==> src/rtl/hart_sched_arbiter.sv <==
// Hart scheduler arbiter: time-slices a shared memory port between harts,
// preempting on quantum expiry, loss of runnability or a foreign interrupt,
// and hands over only once the owning hart reaches a safe switch point.
module hart_sched_arbiter #(
    parameter int unsigned N_HARTS = 4,
    parameter int unsigned QW      = 16,
    localparam int unsigned SEL_W  = (N_HARTS == 1) ? 1 : $clog2(N_HARTS)
) (
    input  logic               CLK,
    input  logic               RST,
    input  logic [N_HARTS-1:0] i_runnable,
    input  logic [N_HARTS-1:0] i_irq,
    input  logic [N_HARTS-1:0] i_ready,
    input  logic               i_hold,
    input  logic               i_busy,
    input  logic [QW-1:0]      i_quantum,
    output logic [SEL_W-1:0]   o_sel,
    output logic [N_HARTS-1:0] o_sel_oh,
    output logic [N_HARTS-1:0] o_busy,
    output logic               o_switch,
    output logic               o_idle
);

    // Scan index needs one extra bit so o_sel + k (k <= N_HARTS) never overflows.
    localparam int unsigned IW = SEL_W + 1;

    typedef enum logic [1:0] {
        IDLE   = 2'd0,
        RUN    = 2'd1,
        DRAIN  = 2'd2,
        SWITCH = 2'd3
    } state_t;

    state_t             state;
    state_t             state_nxt;
    logic [QW-1:0]      cnt;
    logic               preempt;
    logic               any_run;
    logic               irq_found;
    logic               run_found;
    logic [SEL_W-1:0]   irq_pick;
    logic [SEL_W-1:0]   run_pick;
    logic [SEL_W-1:0]   pick;
    logic [N_HARTS-1:0] pick_oh;
    logic [IW-1:0]      scan;
    logic               own_busy;

    assign any_run = |i_runnable;
    assign preempt = ((i_quantum != '0) && (cnt >= (i_quantum - QW'(1))))
                   || !i_runnable[o_sel]
                   || ((|(i_irq & i_runnable & ~o_sel_oh)) && !i_irq[o_sel]);
    assign pick    = irq_found ? irq_pick : run_pick;
    assign pick_oh = N_HARTS'(1) << pick;

    // Rotating scan from o_sel+1 back round to o_sel: interrupting harts first, then any runnable.
    always_comb begin
        irq_found = 1'b0;
        run_found = 1'b0;
        irq_pick  = '0;
        run_pick  = '0;
        scan      = '0;
        for (int k = 1; k <= int'(N_HARTS); k++) begin
            scan = IW'(o_sel) + IW'(k);
            if (scan >= IW'(N_HARTS)) begin
                scan = scan - IW'(N_HARTS);
            end
            if (!irq_found && i_runnable[scan[SEL_W-1:0]] && i_irq[scan[SEL_W-1:0]]) begin
                irq_found = 1'b1;
                irq_pick  = scan[SEL_W-1:0];
            end
            if (!run_found && i_runnable[scan[SEL_W-1:0]]) begin
                run_found = 1'b1;
                run_pick  = scan[SEL_W-1:0];
            end
        end
    end

    // State register.
    always_ff @(posedge CLK or posedge RST) begin
        if (RST) begin
            state <= RUN;
        end else begin
            state <= state_nxt;
        end
    end

    // Next-state logic.
    always_comb begin
        state_nxt = state;
        case (state)
            IDLE:    if (any_run) state_nxt = SWITCH;
            RUN:     if (preempt) state_nxt = DRAIN;
            DRAIN:   if (i_ready[o_sel] && !i_hold) state_nxt = SWITCH;
            SWITCH:  state_nxt = any_run ? RUN : IDLE;
            default: state_nxt = RUN;
        endcase
    end

    // Slice counter, owner registers and switch pulse.
    always_ff @(posedge CLK or posedge RST) begin
        if (RST) begin
            o_sel    <= '0;
            o_sel_oh <= N_HARTS'(1);
            cnt      <= '0;
            o_switch <= 1'b0;
        end else begin
            o_switch <= 1'b0;
            case (state)
                IDLE: cnt <= '0;
                RUN: begin
                    if (!i_hold && (cnt != '1)) begin
                        cnt <= cnt + QW'(1);
                    end
                end
                SWITCH: begin
                    cnt <= '0;
                    if (any_run) begin
                        o_sel    <= pick;
                        o_sel_oh <= pick_oh;
                        o_switch <= (pick != o_sel);
                    end
                end
                default: ;
            endcase
        end
    end

    // Output decode: non-owners always see busy; owner sees the port state only while settled.
    always_comb begin
        own_busy = 1'b1;
        if ((state == RUN) || (state == IDLE)) begin
            own_busy = i_busy;
        end
        o_busy = ~o_sel_oh | (o_sel_oh & {N_HARTS{own_busy}});
        o_idle = (state == IDLE);
        if (RST) begin
            o_busy = '1;
            o_idle = 1'b0;
        end
    end

endmodule

==> config.mk <==
export PLATFORM = sky130hd
export DESIGN_NAME = hart_sched_arbiter
export DESIGN_NICKNAME = d
export VERILOG_FILES = /design/src/rtl/hart_sched_arbiter.sv
export SDC_FILE = /design/constraint.sdc
export NUM_CORES = 1
export LEC_CHECK = 0
export ABC_AREA = 1
export CAP_MARGIN = 10
export CORE_MARGIN = 5
export CORE_UTILIZATION = 25
export CTS_CLUSTER_DIAMETER = 60
export DETAILED_ROUTE_END_ITERATION = 8
export PLACE_DENSITY_LB_ADDON = 0.12
export REMOVE_ABC_BUFFERS = 1
export SETUP_SLACK_MARGIN = 0.2
export SLEW_MARGIN = 10
export SYNTH_ARGS = -nofsm -noshare
export SYNTH_HDL_FRONTEND = slang
export SYNTH_SLANG_ARGS = --single-unit
==> constraint.sdc <==
create_clock -name CLK -period 1.9 [get_ports CLK]
set_input_delay 0.38 -clock CLK [delete_from_list [all_inputs] [get_ports CLK]]
set_output_delay 0.38 -clock CLK [all_outputs]
set_load 0.01 [all_outputs]
==> flow_summary.yaml, run 1 <==
final_layout:
  syn2layout_area_growth_pct: 58.3
  antenna_cells: 0
  final_core_util: 0.407
  nets: 605
  layout-drive-gt1-share: 0.391
logic_synthesis:
  synthMuxAreaShare: 0
  yosys-top-cells-count: "nand2_1 (107), nand3_1 (44), inv_1 (43)"
  synth_ff_type: "dfrtp_1"
  synth_area_leaders: "dfrtp_1 (20%), nand2_1 (14%), ha_1 (11%)"
  synth_warnings: 0
  ys_seq_area_frac: 0.223
  yosysTopAreaCell: "dfrtp_1"
  ys_seq_elements: 25
  synth.most_common_cell: "nand2_1"
  synthAdderAreaFrac: 0.107
  yosys.area_share.xor_xnor: 0.0561
  synth.cell_area_um2: 2810
  synth-simple-area-share: 0.438
  synth-edff-count: 0
  synth_compound_area_frac: 0.0814
  synth_top_cell_area_share: 0.205
  syn_area_per_cell_um2: 6.76
  syn_inst: 416
  synth_top_family_by_area: "simple AND/OR/NAND/NOR gates"
  async_reset_ff_frac: 1.00
  yosys.cell_types.count: 40
run:
  cap_violations: 0
timing:
  hold_violations: 0
  fin_ws_ns: -0.522
  period_needed_ns: 2.42
  tns_ns: -1.88
  rsz0062_at_grt: "yes"
  setup-violations-final: 10
  hold_slack_ns: 0.547
  worstMarginPinSlew_ns: 0.344
  period_share: 1.27
  fin_skew_ns: 0.000854
  slew_viol_final: 0
  slew_headroom: 0.771
  fmax_mhz: 413
global_route:
  grt_use_total: 0.129
  grt-ovfl-total: 0
  grt_pass1_wl_um: 14100
  grt_pass1_vias: 2942
  grt_max_degree: 17
  antenna_found_initial: 0
hold_path:
  holdPathStages: 2
  holdPathEnd: "o_sel_oh[0]$_DFFE_PP1P_"
  hold_path.class: "reg -> reg"
  min-delay-start: "o_sel_oh[0]$_DFFE_PP1P_"
clock_tree:
  cts.path.max_buffers: 2
  numCtsBuffers: 3
  cts.sinks: 25
  clk_pin_slew_ns: 0.07
  cts-root-buf: "clkbuf_16"
  h-tree-depth: 1
  cts_hold_buf: 0
  worstSkewPairLatency_ns: 0.26
  cts_tree: "done"
worst_setup_path:
  required_ns: 2.05
  r2r_slack_ns: -0.14
  critPathLaunchType: "primary input"
  reg2reg_depth: 15
  cp-end-kind: "flop"
  worstReg2RegEnd: "o_sel_oh[0]$_DFFE_PP1P_"
  crit_type: "in -> reg"
  r2r_start: "o_sel[0]$_DFFE_PP0P_"
  critPathMaxFanout: 3
  cp.arrival_ns: 2.57
power_and_ir_drop:
  p_leak_nw: 2.16
  powerDensity_nw_per_um2: 1260
  power.total_mw: 5.60
  ir_drop_uv: 1060
route:
  drt_wl_total_um: 8420
  vias_per_cell: 4.42
  antenna_left: 0
  drtIter0Drc: 129
  firstDrtPassIters: 4
  vias: 3041
  routedWlPerCell_um: 12.2
  remaining_drc_errors: 0
floorplan:
  die_h_um: 116
  dieArea_um2: 13500
  core_um2: 10900
  rows: 38
  start_util: 0.257
  die_x_um: 116
  pin_count: 44
placement:
  pre_cts_ws_ns: -1.46
  numPortBuffers: 43
  dp_hpwl_um: 6900
  gp_congestion: 0.808
run_status:
  violations: "negative setup slack"
  status: "finished with violations"
-- area by class of cell --
cell class	instances	area, um^2
fill	1167	6480
multi-input combinational	334	2230
timing repair buffer	134	1130
sequential	25	628
clock buffer	4	78.8
tap	140	175
inverter	51	209
-- state kept, by name, summed over array words and instances (netlist names) --
name	count
state	2
cnt	16
o_sel_oh	4
o_sel	2
o_switch	1
-- cells in the final DEF (no fill, tap or decap), types with 3 or more instances in the layout --
cell	count
o21ai_1	3
nand3_2	12
clkbuf_16	3
nor2_4	4
nand2_1	97
inv_4	5
buf_4	84
nand3_1	32
o31ai_2	3
nor3_2	5
a21oi_1	16
nand4_1	7
clkdlybuf4s50_1	25
o21ai_0	6
nor2_2	10
inv_1	35
inv_2	10
nand3_4	4
nor2_1	27
ha_4	5
xor2_1	15
buf_6	10
nand2_2	22
ha_1	18
buf_2	7
nor3_1	10
xnor2_1	3
dfrtp_1	23
nand2_4	12
-- critical path, cell delays in order --
cell and delay (ns):
buf_8 0.10, or2_4 0.25, nor2_4 0.13, nand3_4 0.09
nor3_4 0.14, buf_4 0.13, buf_4 0.09, xor2_1 0.12
inv_1 0.08, ha_4 0.27, nand2_2 0.06, nor3_4 0.22
nand3_2 0.09, nand3_2 0.08, nand2_2 0.05, nand2_2 0.09
nand2_2 0.06, nand2_1 0.07, nand2_1 0.05
-- cell families (layout without fill, tap and decap cells) --
kind of cell | count (synthesis) | after routing
and+or+nand+nor | 252 | 252
buffers and inverters | 57 | 189
AOI/OAI and AO/OA | 40 | 40
DFF | 25 | 25
adders and majority gates | 24 | 24
xor gates and xnor gates | 18 | 18
-- worst max-delay path by stage --
stage	start	to	slack, ns	cells past startpoint
after global placement	i_quantum[3]	state[1]$_DFFE_PP0P_	-1.32	20
after CTS	i_quantum[4]	state[1]$_DFFE_PP0P_	-0.72	20
after detailed placement	i_quantum[2]	state[1]$_DFFE_PP0P_	-1.46	20
after floorplan	i_quantum[0]	state[1]$_DFFE_PP0P_	-0.81	20
final	i_quantum[2]	state[1]$_DFFE_PP0P_	-0.52	19
after global routing	i_quantum[3]	state[1]$_DFFE_PP0P_	-0.73	22
-- power breakdown --
| group | internal (mW) | switching, mW | total [mW] |
|---|---|---|---|
| sequential | 0.675 | 0.127 | 0.802 |
| combinational | 1.86 | 2.46 | 4.32 |
| clock | 0.287 | 0.190 | 0.478 |
-- metal layers --
metal / share of wire / GRT usage / up-vias
met2: 0.47 / 0.209 / 24
met3: 0.016 / 0.0141 / 2
met1: 0.51 / 0.192 / 1388
li1: - / - / 1627
met5: 0 / 0 / -
met4: 0.0017 / 0.00928 / 0
-- per-stage QoR --
stage               instances  cell area, um^2
floorplan                 410             2740
global placement          671             3960
detailed placement        671             3960
CTS                       684             4260
global route              688             4450
finish                    688             4450
-- timing repair --
action / in CTS / in global routing
pin swaps: 30 / 27
setup endpoints to repair: 33 / 31
gates resized for setup: 109 / 44
setup buffers: 9 / 4
No activity file was read; power rests on OpenSTA's default activity.
==> inputs of run 2 (changes only) <==
CELL_PAD_IN_SITES_DETAIL_PLACEMENT = 1   (was unset)
CELL_PAD_IN_SITES_GLOBAL_PLACEMENT = 1   (was unset)
==> run 2 against run 1 <==
  * The flow still finishes with violations (negative setup slack)
  * Register-to-register slack gained 0.06 ns
  * Fmax grew 1.4%
  * Routed wire length grew 28%
  * Cell area grew 19%
  * Largest cell class unchanged
  * Clock skew grew 0.0036 ns
  * Final cell count grew 3.9%
  * Die area is the same
  * Setup slack gained 0.034 ns
  * Critical path depth shrank 2
  * Critical path type unchanged
==> flow_summary.yaml, run 2 (synthesized netlist as in run 1, its figures left out) <==
run_status:
  status: "finished with violations"
  violations: "negative setup slack"
timing:
  slew_viol_final: 0
  period_share: 1.26
  worstMarginPinSlew_ns: 0.384
  rsz0062_at_grt: "yes"
  fin_skew_ns: 0.00446
  setup-violations-final: 13
  fin_ws_ns: -0.488
  hold_violations: 0
  tns_ns: -1.74
  period_needed_ns: 2.39
  fmax_mhz: 419
  slew_headroom: 0.744
global_route:
  grt_pass1_wl_um: 16900
  grt_pass1_vias: 3513
  grt_max_degree: 26
  grt-ovfl-total: 0
  antenna_found_initial: 0
  grt_use_total: 0.153
power_and_ir_drop:
  ir_drop_uv: 949
  power_frac_seq: 0.104
  clkPwrFrac: 0.061
  p_int_mw: 3.97
  power.total_mw: 8.09
  pwr-share-comb: 0.835
  p_leak_nw: 2.51
  powerDensity_nw_per_um2: 1520
  p_sw_frac: 0.509
  power_switching_mw: 4.12
placement:
  dpl_cell_area_um2: 3990
  pre_cts_ws_ns: -1.50
  dp_hpwl_um: 7750
  numPortBuffers: 43
  gp_congestion: 0.772
floorplan:
  die_x_um: 116
  rows: 38
  die_h_um: 116
  pin_count: 44
  core_um2: 10900
  start_util: 0.257
  dieArea_um2: 13500
hold_path:
  holdPathEnd: "cnt[4]$_DFFE_PP0P_"
  holdPathStages: 1
  hold_path.class: "reg -> reg"
  min-delay-start: "cnt[4]$_DFFE_PP0P_"
clock_tree:
  cts.path.max_buffers: 2
  cts_tree: "done"
  clk_pin_slew_ns: 0.07
  h-tree-depth: 1
  cts_hold_buf: 0
  numCtsBuffers: 3
  cts-root-buf: "clkbuf_16"
  cts.sinks: 25
  worstSkewPairLatency_ns: 0.26
route:
  wl_met1_um: 4960
  routedWlPerCell_um: 15.1
  firstDrtPassIters: 4
  route.met2.wl_um: 5680
  remaining_drc_errors: 0
  antenna_left: 0
  vias_per_cell: 4.69
  vias: 3356
  drtIter0Drc: 69
  drt_wl_total_um: 10800
  routed.top_layer: "met3"
  routed-wl-met3_um: 140
worst_setup_path:
  reg2reg_depth: 16
  cp.depth: 17
  critPathLaunchType: "primary input"
  path_cells: "clkdlybuf4s50_1, or2_2, nor2_4, xor2_1, inv_1, ha_4, nand2_2, inv_2, nand3_4, nor3_4, nand3_1, nand3_1, nand2_2, nand2_2, nand2_2, nand2_1, nand2_1"
  cp_slowest_stage_delay_ns: 0.41
  path_common_cell: "nand2_2"
  r2r_slack_ns: -0.08
  path_buf_inv: 3
  crit_path_top_delay_cell: "clkdlybuf4s50_1"
  crit_type: "in -> reg"
  required_ns: 2.06
  cp.arrival_ns: 2.55
  cp_top_family: "simple AND/OR/NAND/NOR gates"
  r2r_start: "o_sel[0]$_DFFE_PP0P_"
  worstReg2RegEnd: "o_sel_oh[3]$_DFFE_PP0P_"
  critPathMaxFanout: 3
  cp-end-kind: "flop"
final_layout:
  final_core_util: 0.486
  syn2layout_area_growth_pct: 89.1
  largest_reg_flops: 16
  nets: 632
  layout_common_cells: "buf_4 (93), nand2_1 (61), nand2_2 (36)"
  top_regs: "cnt: 16 flops, o_sel_oh: 4 flops"
  layout-drive-gt1-share: 0.551
  fin_area_um2: 5320
  antenna_cells: 0
  largest_register: "cnt"
  layout_commonest_cell: "buf_4"
run:
  cap_violations: 0
run 2: changes by cell type in the layout (fill, tap and decap cells not counted), sizes merged:
cell | previous run | this run
dlymetal6s2s | 2 | 1
dlygate4sd2 | 2 | 6
clkdlybuf4s15 | 0 | 1
clkinv | 0 | 1
buf | 104 | 130
clkdlybuf4s50 | 25 | 21
run 2: timing repair:
| action | in CTS | in global routing |
|---|---|---|
| gates cloned | 2 | 0 |
| setup endpoints to repair | 33 | 31 |
| pin swaps | 54 | 74 |
| endpoints found under the hold margin | 0 | 0 |
| resized for setup | 194 | 128 |
| buffers inserted | 18 | 14 |
run 2: area by class of cell:
cell class	instances	area, um^2
Clock buffer	4	78.8
Timing Repair Buffer	160	1420
Fill cell	1302	5620
Multi-Input combinational cell	334	2760
Inverter	51	241
Tap cell	140	175
Sequential cell	25	636
Timing Repair inverter	1	11.3
run 2: worst max-delay path by stage:
| stage | slack, ns | from | to |
|---|---|---|---|
| after floorplan | -0.81 | i_quantum[0] | state[1]$_DFFE_PP0P_ |
| after global placement | -1.35 | i_quantum[0] | state[1]$_DFFE_PP0P_ |
| after detailed placement | -1.50 | i_quantum[2] | state[1]$_DFFE_PP0P_ |
| after CTS | -0.72 | i_quantum[4] | state[1]$_DFFE_PP0P_ |
| after global routing | -0.72 | i_quantum[1] | state[1]$_DFFE_PP0P_ |
| final | -0.49 | i_quantum[12] | state[1]$_DFFE_PP0P_ |
run 2: metal layers:
layer,up-vias,track usage
li1,1682,-
met1,1658,0.214
met2,16,0.267
met3,0,0.0141
met4,0,0.0124
met5,-,0
run 2: power groups by stage:
stage          clock network (mW)  logic (mW)  registers (mW)
6_report                    0.492        6.76           0.840
5_1_grt                     0.533        7.30           0.857
4_1_cts                     0.504        5.38           0.812
3_5_place_dp                    0        4.14           0.800
3_3_place_gp                    0        4.05           0.802
2_1_floorplan                   0        2.24           0.874
run 2: metrics by stage:
step,instances,hold slack [ns]
after detailed placement,677,0.506
after floorplan,410,0.440
after global routing,715,0.580
final,715,0.553
after CTS,701,0.552
after global placement,677,0.486
==> inputs of run 3 (changes only) <==
CORE_ASPECT_RATIO = 1.5   (was unset)
CTS_BUF_LIST = sky130_fd_sc_hd__clkbuf_4   (was unset)
==> run 3 against run 2 <==
  * Routed wire length grew 9.0%
  * Die area grew 0.33%
  * Utilization rose by 2.2 points
  * Register-to-register slack is essentially flat
  * Highest routed layer is now met4
  * Cell area grew 5.6%
  * Fmax is 1.4% lower
  * Sequential power is 6.4% lower
  * Largest power group unchanged
  * Final cell count is 3.9% higher
  * Setup slack got worse by 0.035 ns
  * Combinational power increased by 7.8%
  * The flow still finishes with violations (negative setup slack)
  * Sequential share of layout area decreased by 0.68 points
==> flow_summary.yaml, run 3 (synthesized netlist as in run 1, its figures left out) <==
power_and_ir_drop:
  powerDensity_nw_per_um2: 1490
  p_leak_nw: 2.65
  ir_drop_uv: 625
  power.total_mw: 8.37
placement:
  place_inst: 696
  dp_hpwl_um: 8710
  numPortBuffers: 43
  gp_congestion: 0.798
  dpl_cell_area_um2: 4120
  pre_cts_ws_ns: -1.61
worst_setup_path:
  worstReg2RegEnd: "state[1]$_DFFE_PP0P_"
  cp-end-kind: "flop"
  critPathMaxFanout: 3
  r2r_slack_ns: -0.09
  reg2reg_depth: 14
  crit_type: "in -> reg"
  critPathLaunchType: "primary input"
  required_ns: 2.17
  cp.arrival_ns: 2.69
  r2r_start: "cnt[0]$_DFFE_PP0P_"
route:
  firstDrtPassIters: 4
  remaining_drc_errors: 0
  drt_wl_total_um: 11800
  vias: 3466
  vias_per_cell: 4.66
  antenna_left: 0
  drtIter0Drc: 77
  routedWlPerCell_um: 15.8
final_layout:
  multi_input_area_um2: 2840
  syn2layout_area_growth_pct: 99.6
  layout-drive-gt1-share: 0.593
  fillers: 1349
  final_core_util: 0.508
  nets: 652
  layout_commonest_cell: "buf_4"
  regArea_um2: 633
  fin_cells: 743
  layout_common_cells: "buf_4 (96), nand2_1 (48), nand2_2 (44)"
  fin_area_um2: 5610
  top_regs: "cnt: 16 flops, o_sel_oh: 4 flops"
  largest_reg_flops: 16
  largest_register: "cnt"
clock_tree:
  numCtsBuffers: 3
  cts.path.max_buffers: 2
  clk_pin_slew_ns: 0.18
  cts_hold_buf: 0
  h-tree-depth: 1
  cts.sinks: 25
  cts-root-buf: "clkbuf_4"
  cts_tree: "done"
  worstSkewPairLatency_ns: 0.35
timing:
  period_share: 1.28
  fin_skew_ns: 0.00587
  fmax_mhz: 413
  period_needed_ns: 2.42
  slew_headroom: 0.704
  hold_violations: 0
  worstMarginPinSlew_ns: 0.444
  rsz0062_at_grt: "yes"
  setup-violations-final: 8
  slew_viol_final: 0
  fin_ws_ns: -0.524
hold_path:
  min-delay-start: "o_sel_oh[0]$_DFFE_PP1P_"
  hold_path.class: "reg -> reg"
  holdPathEnd: "o_sel_oh[0]$_DFFE_PP1P_"
  holdPathStages: 2
run:
  cap_violations: 0
floorplan:
  die_x_um: 96.6
  dieArea_um2: 13500
  core_um2: 11100
  die_h_um: 140
  pin_count: 44
  start_util: 0.254
  rows: 47
global_route:
  grt_pass1_vias: 3864
  grt_max_degree: 26
  grt_use_total: 0.173
  grt-ovfl-total: 0
  grt_pass1_wl_um: 18200
  antenna_found_initial: 1
run_status:
  violations: "negative setup slack"
  status: "finished with violations"
==> run 3: stage by stage <==
step | hold slack [ns] | setup TNS [ns]
6_report | 0.572 | -1.84
5_1_grt | 0.579 | -3.58
4_1_cts | 0.580 | -2.51
3_5_place_dp | 0.527 | -9.72
3_3_place_gp | 0.525 | -8.06
2_1_floorplan | 0.440 | -2.30
==> run 3: power breakdown <==
part	total (mW)	switching, mW	internal, mW
clock network	0.292	0.212	0.0807
logic	7.29	3.90	3.39
registers	0.786	0.108	0.678
==> run 3: routing by layer <==
layer / vias to the layer above / part of all wire / global-route usage
li1: 1726 / - / -
met1: 1672 / 0.32 / 0.152
met2: 52 / 0.63 / 0.375
met3: 16 / 0.018 / 0.00972
met4: 0 / 0.034 / 0.0665
met5: - / 0 / 0
==> run 3: worst max-delay path, cell delays in order <==
cell,delay [ns]
buf_6,0.09
or2_4,0.25
nor2_4,0.14
nand3_4,0.10
nor3_4,0.17
nand2_2,0.10
buf_6,0.12
buf_6,0.10
xor2_2,0.14
ha_1,0.31
nand3_2,0.10
nor3_2,0.14
nand3_1,0.10
nand3_1,0.09
nand2_2,0.07
nand2_2,0.08
nand2_2,0.06
nand2_1,0.09
nand2_1,0.05
==> run 3: final cells by class <==
class,count,share of cell area
Timing Repair Buffer,180,0.298
Clock inverter,1,0.00134
Tap cell,147,0.0328
Clock buffer,3,0.00401
Antenna cell,1,0.000446
Timing Repair inverter,1,0.00156
Sequential cell,25,0.113
Inverter,51,0.0432
Multi-Input combinational cell,334,0.506
==> run 3: how the worst max path moves through the flow <==
stage                 startpoint              endpoint  slack (ns)  cells after the start
finish              i_quantum[3]  state[1]$_DFFE_PP0P_       -0.52                     19
global route        i_quantum[3]  state[1]$_DFFE_PP0P_       -0.67                     19
CTS                 i_quantum[4]  state[1]$_DFFE_PP0P_       -0.67                     20
detailed placement  i_quantum[2]  state[1]$_DFFE_PP0P_       -1.61                     20
global placement    i_quantum[3]  state[1]$_DFFE_PP0P_       -1.43                     22
floorplan           i_quantum[0]  state[1]$_DFFE_PP0P_       -0.81                     20
==> run 3: repair_timing <==
| action | in CTS | in global routing |
|---|---|---|
| hold endpoints to repair | 0 | 0 |
| pin swaps | 77 | 63 |
| gates resized for setup | 239 | 106 |
| cloned | 2 | 0 |
| endpoints found under the setup margin | 36 | 30 |
| setup buffers | 26 | 14 |
